### src/rtl/bcd_pkg.sv
// Shared types and constants for the two-digit BCD scan counter.
package bcd_pkg;

    typedef logic [3:0] bcd_digit_t;

    localparam bcd_digit_t BCD_MAX  = 4'd9;
    localparam logic [1:0] DIG_ONES = 2'b01;
    localparam logic [1:0] DIG_TENS = 2'b10;

    // Out-of-range digits saturate at 9 rather than wrapping.
    function automatic bcd_digit_t bcd_clamp(input bcd_digit_t d);
        return (d > BCD_MAX) ? BCD_MAX : d;
    endfunction

endpackage

### src/rtl/bcd_digit.sv
// One BCD decade with clear/load/step; BCD_UPDOWN_EN enables down counting.
module bcd_digit
    import bcd_pkg::*;
(
    input  logic       clk,
    input  logic       rst,
    input  logic       step,
    input  logic       up_dn,
    input  logic       load,
    input  bcd_digit_t ld_val,
    input  logic       clr,
    output bcd_digit_t digit,
    output logic       wrap
);

    bcd_digit_t digit_reg;
    bcd_digit_t digit_next;

`ifdef BCD_UPDOWN_EN
    always_comb begin
        digit_next = digit_reg;
        wrap       = 1'b0;
        if (up_dn) begin
            digit_next = (digit_reg == BCD_MAX) ? 4'd0 : digit_reg + 4'd1;
            wrap       = step && (digit_reg == BCD_MAX);
        end else begin
            digit_next = (digit_reg == 4'd0) ? BCD_MAX : digit_reg - 4'd1;
            wrap       = step && (digit_reg == 4'd0);
        end
    end
`else
    // Direction input is tied off; only the up path exists in this build.
    logic unused_up_dn;
    assign unused_up_dn = up_dn;

    always_comb begin
        digit_next = (digit_reg == BCD_MAX) ? 4'd0 : digit_reg + 4'd1;
        wrap       = step && (digit_reg == BCD_MAX);
    end
`endif

    always_ff @(posedge clk) begin
        if (rst) begin
            digit_reg <= 4'd0;
        end else if (clr) begin
            digit_reg <= 4'd0;
        end else if (load) begin
            digit_reg <= ld_val;
        end else if (step) begin
            digit_reg <= digit_next;
        end
    end

    assign digit = digit_reg;

endmodule

### src/rtl/bcd_scan_counter.sv
// Two-digit BCD up/down counter with tick prescaler and digit scanner.
// Optional feature macro: BCD_UPDOWN_EN (down counting via up_dn).
module bcd_scan_counter
    import bcd_pkg::*;
#(
    parameter int PRESCALE = 1000,
    parameter int SCAN_DIV = 100
) (
    input  logic       clk,
    input  logic       rst,
    input  logic       en,
    input  logic       clr,
    input  logic       load,
    input  logic [7:0] load_val,
    input  logic       up_dn,
    output logic [7:0] count,
    output logic       tick,
    output logic       carry,
    output logic       A,
    output logic       B,
    output logic       C,
    output logic       D,
    output logic [1:0] dig_sel
);

    localparam int PW = $clog2(PRESCALE);
    localparam int SW = $clog2(SCAN_DIV);
    localparam logic [PW-1:0] P_LAST = PW'(PRESCALE - 1);
    localparam logic [SW-1:0] S_LAST = SW'(SCAN_DIV - 1);

    logic [PW-1:0] p_reg;
    logic [SW-1:0] s_reg;
    logic [1:0]    dig_sel_reg;
    logic          tick_reg;
    logic          carry_reg;
    logic          step_edge;
    logic          ones_wrap;
    logic          tens_wrap;
    bcd_digit_t    ones_digit;
    bcd_digit_t    tens_digit;
    bcd_digit_t    ld_ones;
    bcd_digit_t    ld_tens;

    // clr and load pre-empt a coinciding step, so the digits never see both.
    assign step_edge = en && (p_reg == P_LAST) && !clr && !load;
    assign ld_ones   = bcd_clamp(load_val[3:0]);
    assign ld_tens   = bcd_clamp(load_val[7:4]);

    always_ff @(posedge clk) begin
        if (rst || clr || load) begin
            p_reg <= '0;
        end else if (en) begin
            p_reg <= (p_reg == P_LAST) ? '0 : p_reg + 1'b1;
        end
    end

    always_ff @(posedge clk) begin
        if (rst) begin
            tick_reg  <= 1'b0;
            carry_reg <= 1'b0;
        end else begin
            tick_reg  <= step_edge;
            carry_reg <= step_edge && tens_wrap;
        end
    end

    bcd_digit u_ones (
        .clk    (clk),
        .rst    (rst),
        .step   (step_edge),
        .up_dn  (up_dn),
        .load   (load),
        .ld_val (ld_ones),
        .clr    (clr),
        .digit  (ones_digit),
        .wrap   (ones_wrap)
    );

    bcd_digit u_tens (
        .clk    (clk),
        .rst    (rst),
        .step   (ones_wrap),
        .up_dn  (up_dn),
        .load   (load),
        .ld_val (ld_tens),
        .clr    (clr),
        .digit  (tens_digit),
        .wrap   (tens_wrap)
    );

    // Free-running scanner; deliberately ignores en, clr and load.
    always_ff @(posedge clk) begin
        if (rst) begin
            s_reg       <= '0;
            dig_sel_reg <= DIG_ONES;
        end else if (s_reg == S_LAST) begin
            s_reg       <= '0;
            dig_sel_reg <= (dig_sel_reg == DIG_ONES) ? DIG_TENS : DIG_ONES;
        end else begin
            s_reg <= s_reg + 1'b1;
        end
    end

    always_comb begin
        {A, B, C, D} = (dig_sel_reg == DIG_TENS) ? tens_digit : ones_digit;
    end

    assign count   = {tens_digit, ones_digit};
    assign tick    = tick_reg;
    assign carry   = carry_reg;
    assign dig_sel = dig_sel_reg;

endmodule

### config.mk
export PLATFORM = sky130hd
export DESIGN_NAME = bcd_scan_counter
export DESIGN_NICKNAME = d
export VERILOG_FILES = /design/src/rtl/bcd_pkg.sv /design/src/rtl/bcd_digit.sv /design/src/rtl/bcd_scan_counter.sv
export SDC_FILE = /design/constraint.sdc
export NUM_CORES = 1
export LEC_CHECK = 0
export CAP_MARGIN = 20
export CORE_MARGIN = 2
export CORE_UTILIZATION = 35
export CTS_CLUSTER_SIZE = 25
export DETAILED_ROUTE_END_ITERATION = 6
export PLACE_DENSITY = 0.58
export SLEW_MARGIN = 25
export SYNTH_ARGS = -nofsm -noshare
export SYNTH_HDL_FRONTEND = slang
export SYNTH_SLANG_ARGS = --single-unit
### constraint.sdc
create_clock -name clk -period 1.6 [get_ports clk]
set_input_delay 0.24 -clock clk [delete_from_list [all_inputs] [get_ports clk]]
set_output_delay 0.24 -clock clk [all_outputs]
set_load 0.01 [all_outputs]
==> results.sh <==
export IMPL_status="finished with violations"
export IMPL_violations="negative setup slack"
export IMPL_switching_share_pct=20.9
export IMPL_internal_power_mw=1.45
export IMPL_nets=253
export IMPL_drtIter0Drc=54
export IMPL_die_h_um=69.4
export IMPL_worstPathArrival_ns=1.85
export IMPL_final_cell_mix="buf_4, nor2_1, clkdlybuf4s50_1, dfxtp_1, nand2_1"
export IMPL_clock_sinks=29
export IMPL_rsz0062_at_grt="yes"
export IMPL_min_to="s_reg[0]$_SDFF_PP0_"
export IMPL_setup_viol=1
export IMPL_yosys_warnings=0
export IMPL_seq_area_frac_synth_pct=38.7
export IMPL_worst_skew_pair_late_latency_ns=0.28
export IMPL_hp_start="s_reg[0]$_SDFF_PP0_"
export IMPL_power_switching_uw=382
export IMPL_synth_top_area_share_pct=38.7
export IMPL_synthArstFlopShare_pct=0
export IMPL_path_buf_inv=2
export IMPL_maxSlewViolCount=0
export IMPL_yosysTopAreaCell="dfxtp_1"
export IMPL_fmax_ghz=0.618
export IMPL_syn_num_nets=184
export IMPL_grt_max_degree=11
export IMPL_peakVddDrop_v=0.000532
export IMPL_syn_area_um2=1500
export IMPL_gr_total_overflow=0
export IMPL_comb_power_share_pct=9.1
export IMPL_reg2reg_depth=7
export IMPL_grt_usage_pct=17.2
export IMPL_clkSlewWorstSetupHoldPaths_ns=0.07
export IMPL_p_clk_share_pct=50.0
export IMPL_antenna_found_initial=0
export IMPL_r2r_end="u_tens.digit[2]$_SDFFE_PP0P_"
export IMPL_crit_chain="ha_4, nand3_4, buf_6, nor4_4, buf_4, and4bb_2, o311a_1"
export IMPL_synth_cell_type_count=44
export IMPL_dieWidth_um=69.4
export IMPL_fin_area_um2=2380
export IMPL_hp_class="reg -> reg"
export IMPL_diodes=0
export IMPL_hpwl_mm=2.97
export IMPL_cts_tree="done"
export IMPL_worstMarginPinSlew_ns=0.324
export IMPL_post_drt_via_cell_ratio=5.13
export IMPL_avgRoutedWirePerCell_um=14.0
export IMPL_p_leak_nw=0.958
export IMPL_ant_nets=0
export IMPL_die_area_um2=4820
export IMPL_final_common_cell="buf_4"
export IMPL_hold_viol=0
export IMPL_htreeDepth=2
export IMPL_grt_pass1_vias=1501
export IMPL_power_frac_seq_pct=40.9
export IMPL_portBuffers=28
export IMPL_finalPower_mw=1.83
export IMPL_holdWs_ns=0.465
export IMPL_cp_start_kind="flop"
export IMPL_period_needed_ns=1.62
export IMPL_rr_startpoint="p_reg[1]$_SDFFE_PP0P_"
export IMPL_core_um2=4060
export IMPL_place_gp_congestion=0.819
export IMPL_cp_required_ns=1.83
export IMPL_syn_inst=168
export IMPL_period_share_pct=101
export IMPL_cp_end_kind="flop"
export IMPL_first_pass_iters=4
export IMPL_power_density_nw_per_um2=770
export IMPL_start_util_pct=36.9
export IMPL_grt_pass1_wl_mm=6.78
export IMPL_drt_wl_total_mm=4.03
export IMPL_slew_limit_headroom_pct=78.4
export IMPL_finish_utilization_pct=58.6
export IMPL_crit_slowest_cell="dfxtp_4"
export IMPL_critPathTopFamily="simple AND/OR/NAND/NOR gates"
export IMPL_finClkSkew_ns=0.0112
export IMPL_ys_flop_type="dfxtp_1"
export IMPL_areaGrowthSynthToFinish_pct=58.7
export IMPL_numCtsBuffers=5
export IMPL_ff2ff_setup_slack_ns=-0.02
export IMPL_cts_root_buffer="clkbuf_8"
export IMPL_hold_depth=1
export IMPL_cts_buffer_depth=2
export IMPL_synth_area_top_cells="dfxtp_1, nor2_1, xnor2_1"
export IMPL_synth_seq_cells=29
export IMPL_place_area_um2=2110
export IMPL_largest_reg_flops=10
export IMPL_cp_slowest_stage_delay_ns=0.36
export IMPL_drive_above_1_share_pct=33.6
export IMPL_path_class="reg -> reg"
export IMPL_synth_edf_count=0
export IMPL_placementRows=23
export IMPL_cp_max_fo=4
export IMPL_num_io_pins=30
export IMPL_num_vias=1477
export IMPL_maxCapViolCount=0
export IMPL_syn_avg_cell_area_um2=8.92
export IMPL_worst_slack_ns=-0.0170
export IMPL_drc_errors=0
==> layer usage <==
layer / vias to the layer above / GRT usage [%] / wire [um]
li1: 735 / - / -
met1: 699 / 22.0 / 1790
met2: 39 / 28.7 / 2050
met3: 4 / 3.92 / 162
met4: 0 / 5.45 / 24
met5: - / 0 / 0
==> kinds of logic after synthesis <==
family                   after synthesis  synth area share [%]
AND/OR/NAND/NOR                       76                  29.8
buffers and inverters                 12                  3.42
AO/OA/AOI/OAI                         26                  12.0
XOR/XNOR                              16                  9.35
multiplexers                           7                  5.01
adder cells (fa/ha/maj)                2                  1.67
flip-flops                            29                  38.7
==> worst max-delay path by stage <==
stage | startpoint | to | slack (ns) | cells past startpoint
global placement | clr | u_tens.digit[0]$_SDFFE_PP0P_ | -0.19 | 7
floorplan | p_reg[0]$_SDFFE_PP0P_ | u_tens.digit[3]$_SDFFE_PP0P_ | 0.01 | 5
CTS | p_reg[3]$_SDFFE_PP0P_ | carry$_SDFF_PP0_ | 0.003 | 5
finish | p_reg[1]$_SDFFE_PP0P_ | u_tens.digit[2]$_SDFFE_PP0P_ | -0.02 | 7
global route | p_reg[1]$_SDFFE_PP0P_ | u_tens.digit[2]$_SDFFE_PP0P_ | -0.09 | 7
detailed placement | clr | u_ones.digit[3]$_SDFFE_PP0P_ | -0.20 | 5
==> through the flow <==
stage / setup WS (ns) / setup TNS, ns / std cells
3_3_place_gp: -0.185 / -1.86 / 277
3_5_place_dp: -0.199 / -2.52 / 277
5_1_grt: -0.0924 / -0.176 / 288
2_1_floorplan: 0.0139 / 0 / 168
6_report: -0.0170 / -0.0170 / 288
4_1_cts: 0.00341 / 0 / 286
==> power groups by stage <==
stage | clock network [mW] | logic [mW] | registers [mW]
6_report | 0.915 | 0.166 | 0.749
5_1_grt | 0.965 | 0.180 | 0.751
4_1_cts | 0.929 | 0.164 | 0.749
3_5_place_dp | 0 | 0.159 | 0.765
3_3_place_gp | 0 | 0.157 | 0.764
2_1_floorplan | 0 | 0.0653 | 0.765
==> layout make-up <==
class	count	area, um^2
timing repair buffer	68	607
fill	355	1680
tap	50	62.6
sequential	29	594
inverter	6	22.5
multi-input combinational	127	958
clock inverter	3	65.1
clock buffer	5	68.8
==> synthesized netlist by cell type, types with 2 or more instances <==
cell type,instances
a21oi_1,2
and3_1,3
and4bb_2,2
buf_2,2
clkbuf_1,3
dfxtp_1,29
ha_1,2
inv_1,6
mux2_2,4
mux2i_1,3
nand2_1,11
nand2b_1,4
nand3_1,10
nand3b_1,2
nand4b_1,4
nor2_1,24
nor2b_1,2
nor3_1,2
nor4_1,2
o21ai_0,9
o311a_1,2
o31ai_1,3
or3_1,2
xnor2_1,9
xor2_1,7
==> what timing repair did <==
action,4_1_cts,5_1_grt
gates resized for setup,27,23
hold buffers,0,0
setup buffers,1,2
setup endpoints to repair,8,25
pin swaps,2,6
No activity file was read; power rests on OpenSTA's default activity.
